==> src/rtl/mips_pkg.sv <==
// Shared definitions for the MIPS fetch datapath.
//   NOP_INSTR   : encoding loaded into IF/ID for a bubble
//   PC_INC      : sequential PC increment
//   ifid_t      : IF/ID pipeline register contents
//   npc_sel_t   : next-PC source selected each cycle
//   sign_extend : 16-bit to 32-bit sign extension (signExtend)
//   shift_left2 : word-offset to byte-offset shift (shiftLeft2)
package mips_pkg;

  localparam logic [31:0] NOP_INSTR = 32'h0000_0000;
  localparam logic [31:0] PC_INC    = 32'd4;

  typedef struct packed {
    logic [31:0] instr;
    logic [31:0] pc4;
    logic        valid;
  } ifid_t;

  typedef enum logic [1:0] {
    NPC_SEQ,
    NPC_BRANCH,
    NPC_JUMP,
    NPC_HOLD
  } npc_sel_t;

  function automatic logic [31:0] sign_extend(input logic [15:0] imm);
    return {{16{imm[15]}}, imm};
  endfunction

  function automatic logic [31:0] shift_left2(input logic [31:0] val);
    return {val[29:0], 2'b00};
  endfunction

endpackage

==> src/rtl/next_pc.sv <==
// Combinational next-PC calculation and source selection.
// Ports:
//   pc           in  current program counter
//   ifid_pc4     in  PC+4 of the instruction in ID (redirect base)
//   ifid_valid   in  ID holds a real instruction; redirects ignored otherwise
//   stall        in  hold PC
//   jump         in  J-type redirect requested by ID
//   jump_index   in  instruction[25:0] of the jump
//   branch_taken in  branch resolved taken in ID
//   branch_imm   in  raw 16-bit branch immediate
//   seq_pc       out pc + 4 (also the PC+4 captured into IF/ID)
//   npc          out selected next PC
//   sel          out which source was selected
module next_pc
  import mips_pkg::*;
(
  input  logic [31:0] pc,
  input  logic [31:0] ifid_pc4,
  input  logic        ifid_valid,
  input  logic        stall,
  input  logic        jump,
  input  logic [25:0] jump_index,
  input  logic        branch_taken,
  input  logic [15:0] branch_imm,
  output logic [31:0] seq_pc,
  output logic [31:0] npc,
  output npc_sel_t    sel
);

  logic [31:0] branch_target;
  logic [31:0] jump_target;

  assign seq_pc        = pc + PC_INC;
  assign branch_target = ifid_pc4 + shift_left2(sign_extend(branch_imm));
  assign jump_target   = {ifid_pc4[31:28], jump_index, 2'b00};

  always_comb begin
    sel = NPC_SEQ;
    npc = seq_pc;
    // Redirect bases are only meaningful when ID holds a real instruction.
    if (stall) begin
      sel = NPC_HOLD;
      npc = pc;
    end else if (jump && ifid_valid) begin
      sel = NPC_JUMP;
      npc = jump_target;
    end else if (branch_taken && ifid_valid) begin
      sel = NPC_BRANCH;
      npc = branch_target;
    end
  end

endmodule

==> src/rtl/fetch_stage.sv <==
// Instruction-fetch stage: program counter, next-PC selection and the
// IF/ID pipeline register.
// Ports:
//   clk, rst_n   in  clock, synchronous active-low reset
//   stall        in  hold PC and IF/ID
//   flush        in  bubble IF/ID next edge
//   branch_taken in  branch redirect from ID, branch_imm its immediate
//   jump         in  jump redirect from ID, jump_index its target field
//   imem_addr    out address to instruction memory (= pc)
//   imem_instr   in  instruction at imem_addr (combinational read)
//   ifid_instr   out registered instruction to decode
//   ifid_pc4     out registered PC+4 of that instruction
//   ifid_valid   out IF/ID holds a real instruction
//   fetch_count  out instructions accepted into IF/ID (wraps)
module fetch_stage
  import mips_pkg::*;
#(
  parameter logic [31:0] RESET_PC = 32'h0000_0000,
  parameter int unsigned CNT_W    = 32
) (
  input  logic             clk,
  input  logic             rst_n,
  input  logic             stall,
  input  logic             flush,
  input  logic             branch_taken,
  input  logic [15:0]      branch_imm,
  input  logic             jump,
  input  logic [25:0]      jump_index,
  output logic [31:0]      imem_addr,
  input  logic [31:0]      imem_instr,
  output logic [31:0]      ifid_instr,
  output logic [31:0]      ifid_pc4,
  output logic             ifid_valid,
  output logic [CNT_W-1:0] fetch_count
);

  localparam logic [31:0] PcInit = RESET_PC & ~32'd3;
  localparam ifid_t IfidBubble = '{instr: NOP_INSTR, pc4: 32'h0, valid: 1'b0};

  logic [31:0]      pc_q, pc_d, seq_pc;
  ifid_t            ifid_q, ifid_d;
  logic [CNT_W-1:0] cnt_q, cnt_d;
  npc_sel_t         sel;
  logic             redirect;

  next_pc u_next_pc (
    .pc           (pc_q),
    .ifid_pc4     (ifid_q.pc4),
    .ifid_valid   (ifid_q.valid),
    .stall        (stall),
    .jump         (jump),
    .jump_index   (jump_index),
    .branch_taken (branch_taken),
    .branch_imm   (branch_imm),
    .seq_pc       (seq_pc),
    .npc          (pc_d),
    .sel          (sel)
  );

  // Only an accepted redirect squashes; ignored ones (stall, invalid ID) do not.
  assign redirect = (sel == NPC_JUMP) || (sel == NPC_BRANCH);

  always_comb begin
    ifid_d = ifid_q;
    cnt_d  = cnt_q;
    if (flush || redirect) begin
      ifid_d = IfidBubble;
    end else if (!stall) begin
      ifid_d = '{instr: imem_instr, pc4: seq_pc, valid: 1'b1};
      cnt_d  = cnt_q + {{(CNT_W-1){1'b0}}, 1'b1};
    end
  end

  always_ff @(posedge clk) begin
    if (!rst_n) begin
      pc_q   <= PcInit;
      ifid_q <= IfidBubble;
      cnt_q  <= '0;
    end else begin
      pc_q   <= pc_d;
      ifid_q <= ifid_d;
      cnt_q  <= cnt_d;
    end
  end

  assign imem_addr   = pc_q;
  assign ifid_instr  = ifid_q.instr;
  assign ifid_pc4    = ifid_q.pc4;
  assign ifid_valid  = ifid_q.valid;
  assign fetch_count = cnt_q;

endmodule
==> config.mk <==
export PLATFORM = sky130hd
export DESIGN_NAME = fetch_stage
export DESIGN_NICKNAME = d
export VERILOG_FILES = /design/src/rtl/mips_pkg.sv /design/src/rtl/next_pc.sv /design/src/rtl/fetch_stage.sv
export SDC_FILE = /design/constraint.sdc
export NUM_CORES = 1
export LEC_CHECK = 0
export ABC_AREA = 0
export CAP_MARGIN = 30
export CORE_UTILIZATION = 49
export DETAILED_ROUTE_END_ITERATION = 7
export GPL_ROUTABILITY_DRIVEN = 0
export PLACE_DENSITY_LB_ADDON = 0.25
export SYNTH_ARGS = -nofsm -noshare
export SYNTH_HDL_FRONTEND = slang
export SYNTH_SLANG_ARGS = --single-unit
==> constraint.sdc <==
create_clock -name clk -period 3.4 [get_ports clk]
set_input_delay 0.34 -clock clk [delete_from_list [all_inputs] [get_ports clk]]
set_output_delay 0.34 -clock clk [all_outputs]
set_load 0.1 [all_outputs]
[Yosys cells after proc, flatten, opt, wreduce, memory -nomap -nowiden]
Cells that the tools add are included.
Word-level totals
  input bits: 80
  word-level logic and storage cells: 24
  register bits after elaboration: 129
  output and inout bits: 129
Cells by class
  reductions and logical operators: 6
  equality and inequality tests: 2
  add/sub/neg operators: 3
  bitwise logic cells: 3
  multiplexer cells: 5
Operators with widths (count)
  $mux 32: 2
  $add 32x1->32 const B: 1
  $add 32x3->32 const B: 1
  $add 32x32->32: 1
  $mux 2: 2
  $not 1->1: 3
  $eq 2x1->1 const B: 1
  $eq 2x2->1 const B: 1
  $logic_and 1x1->1: 2
  $logic_or 1x1->1: 2
  $reduce_and 2->1: 1
  $reduce_or 2->1: 1
  $mux 1: 1

[Depth between registers and ports, before layout]
Gate-level depths: netlist (run 1).
  word-level depth: 9
  depth in mapped cells: 12
  depth with buffers taken out: 11

[By module]
From an unflattened synthesis (run 1), not the netlist that was laid out.
Unflattened totals
  cell total of the unflattened synthesis: 958
  area, all modules: 7978.9 um2
Modules (own cells, without submodules)
  fetch_stage: cells each 460, sequential area each 2582.5 um2, area an instance 4708.3 um2, times used 1
  next_pc: cells each 498, sequential area each 0.0 um2, area an instance 3270.6 um2, times used 1

[Least setup slack after synthesis (run 1)]
Ideal clock, no wire load.
  path type: register -> register
  start: register ifid_q (netlist bit ifid_pc4[2])
  end: register pc_q[24], in the netlist imem_addr[24]
  data required time: 3.270 ns
  data arrival time: 3.045 ns
  setup time: 0.130 ns
  path slack: 0.224 ns
  period minus slack after synthesis: 3.176 ns
  buffers on the path: 0
  stages on the path, launching flop included: 12
  path through: dfxtp_1 -> ha_1 -> fa_1 -> a21oi_1 -> o211ai_1 -> and4_1 -> o41a_1 -> o21ai_1 -> a21boi_1 -> a311oi_1 -> xor2_1 -> o22ai_1
Between the ends
  longest elaborated chain between the ends: 3
Ends and longest elaborated chain
  start, declared: RTL line fetch_stage.sv:41  | ifid_t ifid_q, ifid_d;
  start signal, assigned: RTL line fetch_stage.sv:77  | ifid_q <= IfidBubble;
  start signal, assigned: RTL line fetch_stage.sv:81  | ifid_q <= ifid_d;
  $add 32x32->32: RTL line next_pc.sv:34  | assign branch_target = ifid_pc4 + shift_left2(sign_extend(branch_imm));
  $mux 32: RTL line next_pc.sv:47  | end else if (branch_taken && ifid_valid) begin
  $mux 32: RTL line next_pc.sv:44  | end else if (jump && ifid_valid) begin
  end signal, assigned: RTL line fetch_stage.sv:76  | pc_q <= PcInit;
  end signal, assigned: RTL line fetch_stage.sv:80  | pc_q <= pc_d;
  end, declared: RTL line fetch_stage.sv:40  | logic [31:0] pc_q, pc_d, seq_pc;
Every way passes these cells.
A chain may end at the register's enable or synchronous reset.

[Worst setup path after layout (run 1)]
  start: input branch_imm[0]
  end: register pc_q[26], in the netlist imem_addr[26]
Between the ends
  longest elaborated chain between the ends: 3
Ends and longest elaborated chain
  start, declared: RTL line fetch_stage.sv:26  | input logic [15:0] branch_imm,
  $add 32x32->32: RTL line next_pc.sv:34
  $mux 32: RTL line next_pc.sv:47
  $mux 32: RTL line next_pc.sv:44
Every way passes these cells.

==> results of run 1 <==
registers in the layout (all words and copies together), names as in the netlist:
register,count
imem_addr,32
fetch_count,32
ifid_pc4,32
ifid_valid,1
ifid_instr,32
worst max path at each step:
stage	from	to	cells past startpoint	slack, ns
after floorplan	ifid_pc4[2]$_SDFFE_PP0N_	imem_addr[24]$_SDFFE_PN0N_	11	0.22
after global placement	branch_imm[0]	imem_addr[24]$_SDFFE_PN0N_	12	0.06
after global routing	branch_imm[0]	imem_addr[26]$_SDFFE_PN0N_	12	0.13
after detailed placement	branch_imm[0]	imem_addr[30]$_SDFFE_PN0N_	11	-0.02
after CTS	branch_imm[0]	imem_addr[26]$_SDFFE_PN0N_	12	0.35
final	branch_imm[0]	imem_addr[26]$_SDFFE_PN0N_	12	0.27
routing by layer:
layer / vias up / wire length, um / global-route usage
li1: 3657 / - / -
met1: 3468 / 9456 / 0.3525
met2: 333 / 10390 / 0.4598
met3: 35 / 1913 / 0.07137
met4: 0 / 413 / 0.08717
met5: - / 0 / 0
where the power goes:
part	switching [mW]	leakage (nW)	internal, mW	total [mW]
Sequential	0.0423	1.05	1.55	1.59
Clock	0.727	0.291	1.16	1.89
Combinational	0.516	2.68	0.266	0.781
Total	1.29	4.02	2.98	4.26
layout by cell type (no fill, tap or decap), drive strengths merged, types with 4 or more instances in the layout:
| master | count |
|---|---|
| nand2 | 67 |
| o31ai | 6 |
| nand4 | 14 |
| buf | 20 |
| a31oi | 5 |
| a21o | 17 |
| and2 | 11 |
| xor2 | 36 |
| nor3 | 9 |
| inv | 13 |
| xnor2 | 39 |
| nor2 | 172 |
| and4 | 5 |
| mux2i | 43 |
| a311oi | 5 |
| and3 | 18 |
| nand2b | 4 |
| or3 | 9 |
| clkbuf | 17 |
| clkinv | 6 |
| nor2b | 6 |
| clkdlybuf4s50 | 207 |
| o22ai | 6 |
| nand3 | 36 |
| a211oi | 9 |
| o21ai | 53 |
| o211ai | 8 |
| a21oi | 88 |
| dfxtp | 129 |
| ha | 31 |
area by class of cell:
class	instances	area [um2]
Clock buffer	17	425.4
Multi-Input combinational cell	735	4584
Fill cell	1192	4477
Inverter	10	37.54
Timing Repair Buffer	227	2235
Sequential cell	129	2582
Antenna cell	1	2.502
Clock inverter	14	180.2
Tap cell	184	230.2
critical path, stage by stage:
cell	delay [ns]
clkdlybuf4s50_1	0.41
ha_1	0.24
fa_1	0.41
a21oi_1	0.30
o211ai_1	0.19
and4_1	0.23
o41a_1	0.37
nand4_1	0.11
nand4b_1	0.15
o31ai_1	0.29
xor2_1	0.12
a211oi_1	0.27
metrics by stage:
stage	instance area, um2	util	setup WS, ns
2_1_floorplan	7508	-	0.2243
3_3_place_gp	9669	0.6554	0.06389
3_5_place_dp	9669	0.6554	-0.02003
4_1_cts	10270	0.6964	0.3523
5_1_grt	10270	0.6964	0.1306
6_report	10280	0.6966	0.2717
cells by family (layout without fill, tap and decap cells):
group,after synthesis,count (layout),synth area share
flops,129,129,0.3439
buf+inv,64,268,0.04566
simple gates,362,362,0.2255
compound gates,223,223,0.1858
fa+ha+maj,32,32,0.05432
mux,43,43,0.05732
other cells,0,1,0
xor+xnor,75,75,0.08749
==> results.ini, run 1 <==
[run_status]
status=finished clean

[layout]
nNetsFinal=1232
drive_gt1_frac=0.06890
area_delta_synth_final_pct=36.88
final_cells=1317

[cts]
cts_made_buffers=17
clock_path_buffers=2
ctsHoldBuffers=0
cts_tree=done
cts-root-buf=clkbuf_16
insertion_delay_ns=0.42
path_clk_slew_ns=0.06
postCtsSetupBuffers=0
htree_levels=4
cts.sinks=129
postCtsResizedCells=0

[yosys]
synthTopCellsByArea=dfxtp_1 34%, nor2_1 8.5%, a21oi_1 5.7%
yosysTopAreaCellShare=0.3439
mappedNetlistNets=1040
yosysTopAreaCell=dfxtp_1
mappedNetlistArea_mm2=0.007508
synth_seq_cells=129
ys_types=74
syn_inst=928
ys.flop_type=dfxtp_1
synth_most_common_cell=nor2_1
netlist_top_cells_count=171 x nor2_1, 129 x dfxtp_1, 86 x a21oi_1, 64 x nand2_1, 47 x o21ai_0
syn_avg_cell_area_um2=8.091
yosysSeqAreaShare=0.3439
async_reset_ff_frac=0
ys_warn_count=0
synth_edf_count=0

[timing]
period_needed_ns=3.128
worstMarginPinSlew_ns=1.032
max_slew_margin=0.3102
fin_crit_sh=0.9201
skew_ns=0.01007
drv_slew=0
hold_violations=0
setup_viol=0
max_clock_freq_mhz=319.7
setup_tns_ns=0
whs_ns=0.4770
rsz0062_at_grt=false

[route]
wl_per_cell_um=16.84
ant_nets=0
drc=0
wirelength_mm=22.18
vias=7493
first_pass_iters=6
viasPerCell=5.689
detail_route.iter0.violations=510

[min_path]
min_from=stall
whs_path_depth=3
min_to=ifid_pc4[31]$_SDFFE_PP0N_
hp-class=primary input to register

[global_routing]
grt_max_degree=52
grt_pass1_vias=6974
grtUsageTotal=0.2773
overflow=0
antenna_found_initial=1
grt_pass1_wl_mm=34.93

[place]
port_buffers=208
place_inst=1285
dp_hpwl_mm=15.63

[worst_setup_path]
worst_setup_path_end_kind=register
crit_arrival_ns=3.45
reg2reg_from=ifid_pc4[2]$_SDFFE_PP0N_
worst_r2r_endpoint=imem_addr[26]$_SDFFE_PN0N_
path_max_fanout=3
startpoint_type=primary input
worstRegToRegCells=11
path_class=primary input to register
rrSetupSlack_ns=0.31
crit_required_ns=3.72

[power]
irDropWorstVdd_mv=0.3389
power.density_mw_per_mm2=414.5
leakagePower_nw=4.018
power_mw=4.260

[floorplan]
die_w_um=125.8
die_area_mm2=0.01582
core_area_mm2=0.01475
die_h_um=125.8
core.rowCount=44
pin_count=209
start_util=0.5089

[flow_run]
maxCapViolations=0

Power figures use the tool's default switching activity.
==> inputs of run 2 (changes only) <==
CORE_MARGIN = 8   (was unset)
GPL_TIMING_DRIVEN = 0   (was unset)
PLACE_DENSITY = 0.81   (was unset)
PLACE_DENSITY_LB_ADDON = unset   (was 0.25)
==> results.ini, run 2 (synthesis results as in run 1) <==
[route]
ant_nets=0  ; unchanged
first_pass_iters=5  ; -1
wirelength_mm=25.59  ; +15%
detail_route.iter0.violations=631  ; +24%
vias=7755  ; +3.5%
viasPerCell=5.719  ; +0.52%
wl_per_cell_um=18.87  ; +12%
drc=0  ; unchanged

[global_routing]
antenna_found_initial=1  ; unchanged
grt_pass1_wl_mm=40.12  ; +15%
grt_max_degree=17  ; -67%
grtUsageTotal=0.2550  ; -0.02227
overflow=0  ; unchanged
grt_pass1_vias=7646  ; +9.6%

[layout]
area_delta_synth_final_pct=39.48
layout_common_cells=206 x clkdlybuf4s50_1, 171 x nor2_1, 129 x dfxtp_1
final_cells=1356  ; +3.0%
final_common_cell=clkdlybuf4s50_1
antenna-diode-count=0  ; -1
nNetsFinal=1267  ; +2.8%
drive_gt1_frac=0.06336  ; -0.005548
design_area_mm2=0.01047  ; +1.9%

[power]
leakagePower_nw=4.066  ; +1.2%
irDropWorstVdd_mv=0.4415  ; +30%
power.density_mw_per_mm2=415.4  ; +0.20%

[worst_setup_path]
path_delay_family=compound AO/OA/AOI/OAI gates
crit_required_ns=3.66  ; -0.06 ns
slowest_delay_ns=0.40  ; about the same
startpoint_type=primary input
crit_arrival_ns=3.58  ; +0.13 ns
crit_buf_inv=1  ; unchanged
worst_setup_path_end_kind=register
path_class=primary input to register
cpMaxStageDelayCell=clkdlybuf4s50_1
cp_cell_sequence=clkdlybuf4s50_1 > ha_1 > fa_1 > a21oi_1 > o211ai_1 > and4_1 > o41a_1 > nand4_1 > nand4b_1 > o31ai_1 > xor2_1 > a211oi_1
path_max_fanout=3  ; unchanged
rrSetupSlack_ns=0.10  ; -0.21 ns

[timing]
skew_ns=0.007109  ; -0.002960 ns
period_needed_ns=3.319  ; +0.1910 ns
rsz0062_at_grt=false
drv_slew=0  ; unchanged
setup_viol=0  ; unchanged
fin_crit_sh=0.9763  ; +0.05618
worstMarginPinSlew_ns=1.034  ; +0.002470 ns
max_clock_freq_mhz=301.3  ; -5.8%
max_slew_margin=0.3085  ; -0.001652
hold_violations=0  ; unchanged

[floorplan]
start_util=0.4976  ; -0.01131
core_area_mm2=0.01509  ; +2.3%
pin_count=209  ; unchanged
die_w_um=139.8  ; +11%
die_h_um=139.8  ; +11%
core.rowCount=45  ; +2.3%
die_area_mm2=0.01954  ; +23%

[flow_run]
maxCapViolations=0  ; unchanged

[cts]
insertion_delay_ns=0.42  ; about the same
cts.sinks=129  ; unchanged
path_clk_slew_ns=0.06  ; about the same
htree_levels=4  ; unchanged
cts-root-buf=clkbuf_16
clock_path_buffers=2  ; unchanged
cts_tree=done
ctsHoldBuffers=0  ; unchanged
cts_made_buffers=17  ; unchanged

[place]
dp_hpwl_mm=19.24  ; +23%
dpl_cell_area_mm2=0.009813  ; +1.5%
port_buffers=206  ; -0.96%
place_inst=1323  ; +3.0%

[run_status]
status=finished clean

[min_path]
hp-class=primary input to register

## run 2: cell count changes in the layout (fill, tap and decap cells not counted), moves of 2 or more
cell | before | now
clkbuf_1 | 0 | 34
buf_4 | 19 | 4
buf_6 | 0 | 8
buf_1 | 0 | 7
clkbuf_8 | 0 | 3
clkinv_4 | 4 | 1
clkinvlp_4 | 2 | 4
## run 2: final cells by class
| type | count | area [um2] |
|---|---|---|
| flip-flops and latches | 129 | 2582 |
| repair buffers | 208 | 2097 |
| multi-input cells | 735 | 4589 |
| clock inverters | 13 | 172.7 |
| well taps | 188 | 235.2 |
| plain buffers | 54 | 305.3 |
| clock buffers | 19 | 452.9 |
| inverters | 10 | 37.54 |
| fillers | 1232 | 4617 |
## run 2: worst paths after layout
| check | to | depth (start not counted) | from |
|---|---|---|---|
| worst max-delay path | imem_addr[26]$_SDFFE_PN0N_ | 12 | branch_imm[0] |
| worst min-delay path | imem_addr[20]$_SDFFE_PN0N_ | 3 | rst_n |
| worst max register to register | imem_addr[26]$_SDFFE_PN0N_ | 11 | ifid_pc4[2]$_SDFFE_PP0N_ |
| worst min register to register | imem_addr[0]$_SDFFE_PN0P_ | 2 | ifid_pc4[0]$_SDFFE_PP0N_ |
## run 2: worst min-delay path: stages
cell      delay, ns
clkbuf_8       0.15
o221ai_1       0.08
a21oi_1        0.04
## run 2: per-layer routing
layer  part of all wire  up-vias  global-route usage
met5            0.00047        -                   0
met4              0.034        2              0.1211
met3               0.11       58             0.08858
met2               0.45      403              0.4093
met1               0.40     3569              0.2994
li1                   -     3723                   -
## run 2: what timing repair did
action | in CTS | in global routing
endpoints found under the setup margin | 0 | 1
gates resized for setup | 0 | 1
setup buffers | 0 | 0
## run 2: per-stage QoR
stage / hold WS [ns] / TNS (ns) / worst slack (ns) / power, mW / util
after floorplan: 0.4622 / 0 / 0.2243 / 2.156 / -
after global placement: 0.4590 / -0.7095 / -0.2323 / 2.417 / 0.6498
after detailed placement: 0.4730 / -0.7925 / -0.2708 / 2.426 / 0.6503
after CTS: 0.2187 / 0 / 0.1525 / 4.358 / 0.6918
after global routing: 0.2296 / 0 / 0.06436 / 4.476 / 0.6940
final: 0.2464 / 0 / 0.08066 / 4.350 / 0.6940
## run 2: power breakdown
part           switching (mW)  internal [mW]  total, mW  leakage (nW)
Clock                   0.735           1.21       1.94         0.294
Sequential             0.0439           1.55       1.59          1.05
Combinational           0.543          0.273      0.816          2.73
==> RTL edit 1 (settings of run 1) <==
Reset style: asynchronous (`rst_n`), changed in one clocked block. Comments in the files are not updated.
--- a/src/rtl/fetch_stage.sv
+++ b/src/rtl/fetch_stage.sv
@@ -71,7 +71,7 @@
     end
   end
 
-  always_ff @(posedge clk) begin
+  always_ff @(posedge clk or negedge rst_n) begin
     if (!rst_n) begin
       pc_q   <= PcInit;
       ifid_q <= IfidBubble;
Check against the original RTL: differs if rst_n is asserted again (counterexample within 4 cycles, from zero or initial values and one cycle with rst_n low); with rst_n held inactive, the same outputs for 4 cycles.
==> RTL edit 1 against run 1 <==
The flow now finishes with violations (negative hold slack). Count of clock-buffer cells in the layout grew 2. Synthesized area increased by 0.60%. Setup slack improved by 180 ps. Final area grew 1.4%. Sequential cell count unchanged. Highest routed layer unchanged. Wire length rose by 1.9%.
Power is not compared: it rests on default switching activity, and its combinational part moved more than twofold at a synthesized area within 25%.
==> RTL edit 1: results (changes against run 1) <==
stage	metric	value	unit	change
hold_path	hold_class	input pin to async pin		was input pin to register
route	drtPass1Iterations	5		was 6
final_layout	nets	1131		was 1232
clock_tree	clock-root-buffer	clkbuf_16		unchanged
synth	yosysTopAreaCell	dfrtp_1		was dfxtp_1
global_route	grt_usage	29.2	%	was 27.7%
sta	worst_slew_pin_slew	1020	ps	was 1030 ps
synth	ys_top_cells_by_count	dfrtp_1, nand2_1, o21ai_0		was nor2_1, dfxtp_1, a21oi_1
worst_setup_path	critPathMaxFanout	5		was 3
route	first_iter_violations	532		was 510
worst_setup_path	crit_slowest_cell	fa_1		was clkdlybuf4s50_1
final_layout	antenna_cells	0		was 1
global_route	antenna_found_initial	0		was 1
clock_tree	cts_setup_buffers	0		unchanged
synth	ys_warn_count	0		unchanged
sta	clock_skew	8.26	ps	was 10.1 ps
placement	port_buffers	208		unchanged
status	outcome	complete, but fails checks		was finished, final reports clean
worst_setup_path	path_delay_family	compound AO/OA/AOI/OAI gates		unchanged
worst_setup_path	worstPathArrival	3270	ps	was 3450 ps
global_route	grt_max_degree	74		was 52
pwr	p_leak	4.46	nW	
worst_setup_path	worst_path_largest_cell_delay	410	ps	about the same
clock_tree	cts_resized	0		unchanged
sta	timing.final.hold_violations	16		was 0
clock_tree	path_clk_slew	60	ps	about the same
clock_tree	ctsHtreeMaxLevel	4		unchanged
clock_tree	worstSkewPairLatency	420	ps	about the same
synth	yosysUniqueCellTypes	64		was 74
synth	synth_area_leaders	dfrtp_1, nand2_1, ha_1, a22o_1, xnor2_1		was dfxtp_1, nor2_1, a21oi_1, mux2i_1, ha_1
synth	synthArstFlopShare	100	%	was 0%
global_route	overflow	0		unchanged
global_route	grt_pass1_wl	36.1	mm	was 34.9 mm
global_route	first_global_vias	6786		was 6974
clock_tree	cts_buffers	17		unchanged
pwr	ir_worst_vdd	0.685	mV	
route	avgRoutedWirePerCell	18.5	um	was 16.8 um
final_layout	drive_gt1_share	6.10	%	was 6.89%
placement	dp_hpwl	15.9	mm	was 15.6 mm
synth	synth_nets	933		was 1040
status	violations	negative hold slack		
synth	ys_seq_area_share	42.7	%	was 34.4%
sta	holdWs	-23.0	ps	was 477 ps
clock_tree	clock_path_buffers	2		unchanged
route	vias_per_cell	5.82		was 5.69
-- RTL edit 1: cell types whose count changed in the layout (fill, tap and decap cells not counted), sizes merged, moves of 5 or more --
cell	run 1	this run
a21oi	88	55
a22o	1	44
clkinv	6	1
dfrtp	0	129
dfxtp	129	0
mux2i	43	3
nand2	67	105
nand3	36	30
nor2	172	49
nor3	9	20
o21ai	53	73
xnor2	39	44
-- RTL edit 1: worst paths after layout --
kind                                 start              end  slack (ps)  depth (start not counted)
setup / recovery               ifid_pc4[2]    imem_addr[28]         450                         10
hold / removal                       rst_n   fetch_count[9]         -20                          1
setup reg to reg               ifid_pc4[2]    imem_addr[28]         450                         10
hold reg to reg            fetch_count[31]  fetch_count[31]         470                          1
max in group asynchronous            rst_n     ifid_pc4[25]        2570                          2
min in group clk                     stall    imem_addr[27]         450                          4
-- RTL edit 1: metrics by stage --
| step | utilization [%] | setup WS [ps] | instances | area [um^2] | total power, mW |
|---|---|---|---|---|---|
| detailed placement | 64.8 | 178 | 1188 | 9820 | 4.66 |
| CTS | 68.8 | 506 | 1220 | 10400 | 6.54 |
| global placement | 64.8 | 258 | 1188 | 9820 | 4.64 |
| global route | 68.8 | 318 | 1220 | 10400 | 6.77 |
| finish | 68.8 | 453 | 1220 | 10400 | 6.53 |
| floorplan | - | 245 | 821 | 7550 | 3.91 |
-- RTL edit 1: worst reg2reg max path, delay by kind of cell, from the launching register on --
family	cells	cell delay [ps]
AOI/OAI and AO/OA	5	1010
DFF	1	400
and+or+nand+nor	3	800
adders and majority gates	2	640
-- RTL edit 1: per-layer routing --
metal  part of all wire, %  GRT usage (%)  up-vias
met5                     0              0        -
li1                      -              -     3383
met2                    45           44.7      338
met3                   7.0           5.73       54
met1                    45           40.3     3330
met4                   3.1           13.1        0
-- RTL edit 1: final cells by class --
type                            count  area (um^2)
Multi-Input combinational cell    641         4130
Fill cell                        1200         4720
Clock buffer                       19          453
Tap cell                          188          235
Inverter                            9         33.8
Sequential cell                   129         3230
Clock inverter                     13          150
Timing Repair Buffer              221         2190
-- RTL edit 1: logic make-up after synthesis --
logic type | after synthesis | share of synthesized area [%]
AOI/OAI and AO/OA | 245 | 21.3
xor gates and xnor gates | 77 | 8.93
adders and majority gates | 32 | 5.40
buffers and inverters | 51 | 2.70
DFF | 129 | 42.7
muxes | 3 | 0.398
and+or+nand+nor | 284 | 18.5
-- RTL edit 1: power by group --
group	leakage, nW	switching (mW)	total [mW]	internal [mW]
Sequential	1.69	0.254	1.96	1.71
Clock	0.280	0.735	1.87	1.13
Combinational	2.49	1.95	2.70	0.747
Total	4.46	2.94	6.53	3.59
==> RTL edit 2 (flow settings as in run 1) <==
Without the edit above. Set the parameter `CNT_W` to 64 (it was 32).
--- a/src/rtl/fetch_stage.sv
+++ b/src/rtl/fetch_stage.sv
@@ -16,7 +16,7 @@
   import mips_pkg::*;
 #(
   parameter logic [31:0] RESET_PC = 32'h0000_0000,
-  parameter int unsigned CNT_W    = 32
+  parameter int unsigned CNT_W    = 64
 ) (
   input  logic             clk,
   input  logic             rst_n,
Ports: changed (resized fetch_count); port bits go from 209 to 241. No check against the original RTL was run, so the function may have changed too.
==> RTL edit 2 against run 1 <==
Setup slack improved by 11 ps. Final area increased by 16%. Synthesized area increased by 15%. Power increased by 13%. Non-clock buffer count increased by 42. Wire length increased by 12%. Clock power increased by 12%. Sequential cell count increased by 32. Global-route usage decreased by 0.43 points. Register-to-register slack got worse by 20 ps.
==> RTL edit 2: results (changes against run 1) <==
stage	metric	value	unit	change
worst_setup_path	regToRegSetupSlack	290	ps	was 310 ps
final_layout	multi_input_area	5140	um^2	was 4580 um^2
global_route	first_global_vias	8018		was 6974
pwr	fin_total_pwr	4.80	mW	was 4.26 mW
placement	port_buffers	240		was 208
route	wirelength	24.8	mm	was 22.2 mm
synth	synth.avg_cell_area	8.12	um^2	was 8.09 um^2
pwr	p_leak	4.67	nW	was 4.02 nW
global_route	grt_pass1_wl	39.6	mm	was 34.9 mm
worst_setup_path	worstPathArrival	3440	ps	was 3450 ps
final_layout	fin_util	69.2	%	was 69.7%
global_route	grt_max_degree	73		was 52
clock_tree	cts_resized	0		unchanged
worst_setup_path	worst-r2r-cell-count	12		was 11
final_layout	buf_share	22.0	%	was 21.7%
route	vias_per_cell	5.49		was 5.69
pwr	p_int	3.43	mW	was 2.98 mW
route	first_iter_violations	506		was 510
clock_tree	ctsHtreeMaxLevel	4		unchanged
route	wl_met3	2.08	mm	was 1.91 mm
placement	dp_hpwl	17.9	mm	was 15.6 mm
global_route	grtUsageMet3	8.11	%	was 7.14%
pwr	power_density	401	nW/um^2	was 415 nW/um^2
pwr	seq_power	1.96	mW	was 1.59 mW
final_layout	nets	1407		was 1232
synth	ys_seq_area_share	37.3	%	was 34.4%
hold_path	min_to	imem_addr[9]		was ifid_pc4[31]
final_layout	drive_gt1_share	6.50	%	was 6.89%
global_route	grt_usage	27.3	%	was 27.7%
worst_setup_path	critPathMaxFanout	4		was 3
route	m1WireLength	10.6	mm	was 9.46 mm
sta	clock_skew	13.4	ps	was 10.1 ps
final_layout	buffers	269		was 227
route	drtPass1Iterations	5		was 6
placement	post_dp_cell_area	11300	um^2	was 9670 um^2
global_route	met2_usage	45.7	%	was 46.0%
hold_path	min_path_cells	4		was 3
synth	yosysUniqueCellTypes	61		was 74
worst_setup_path	timing.rr.end	imem_addr[22]		was imem_addr[26]
placement	dpl.cell_count	1501		was 1285
worst_setup_path	crit_slowest_cell	fa_1		was clkdlybuf4s50_1
final_layout	seqCellArea	3220	um^2	was 2580 um^2
synth	synth_nets	1177		was 1040
pwr	ir_worst_vdd	0.340	mV	was 0.339 mV
sta	holdWs	479	ps	was 477 ps
placement	post-place-ws	-216	ps	was -20.0 ps
global_route	use_met1	33.4	%	was 35.2%
clock_tree	clock_sinks	161		was 129
synth	ys_top_cells_by_count	nor2_1, dfxtp_1, nand2_1		was nor2_1, dfxtp_1, a21oi_1
status	outcome	finished, final reports clean		unchanged
final_layout	clkCellAreaFrac	5.36	%	was 5.89%
sta	relSlewSlack	31.2	%	was 31.0%
pwr	clk-power	2.11	mW	was 1.89 mW
route	avgRoutedWirePerCell	16.2	um	was 16.8 um
final_layout	num-fill-cells	1452		was 1192
final_layout	nMultiInputCombCells	833		was 735
final_layout	antenna_cells	0		was 1
[RTL edit 2: worst max-delay path, delay by kind of cell]
family                   cells  cell delay [ps]
adder cells (fa/ha/maj)      2              650
buffers and inverters        2              590
AND/OR/NAND/NOR              1              240
XOR/XNOR                     1              150
AO/OA/AOI/OAI                7             1480
[RTL edit 2: how the worst max path moves through the flow]
stage | to | slack (ps) | cells past startpoint
floorplan | imem_addr[28] | 30 | 11
global placement | imem_addr[22] | -60 | 13
detailed placement | imem_addr[22] | -220 | 13
CTS | imem_addr[22] | 150 | 12
global route | imem_addr[22] | 30 | 12
finish | imem_addr[22] | 280 | 13
[RTL edit 2: kinds of logic (layout without fill, tap and decap cells)]
kind of cell / Yosys count / after routing / share of synthesized area [%]
muxes: 41 / 41 / 4.74
DFF: 161 / 161 / 37.3
adders and majority gates: 32 / 32 / 4.72
and+or+nand+nor: 433 / 433 / 24.0
buffers and inverters: 71 / 314 / 3.36
xor gates and xnor gates: 102 / 102 / 10.3
AOI/OAI and AO/OA: 225 / 225 / 15.6
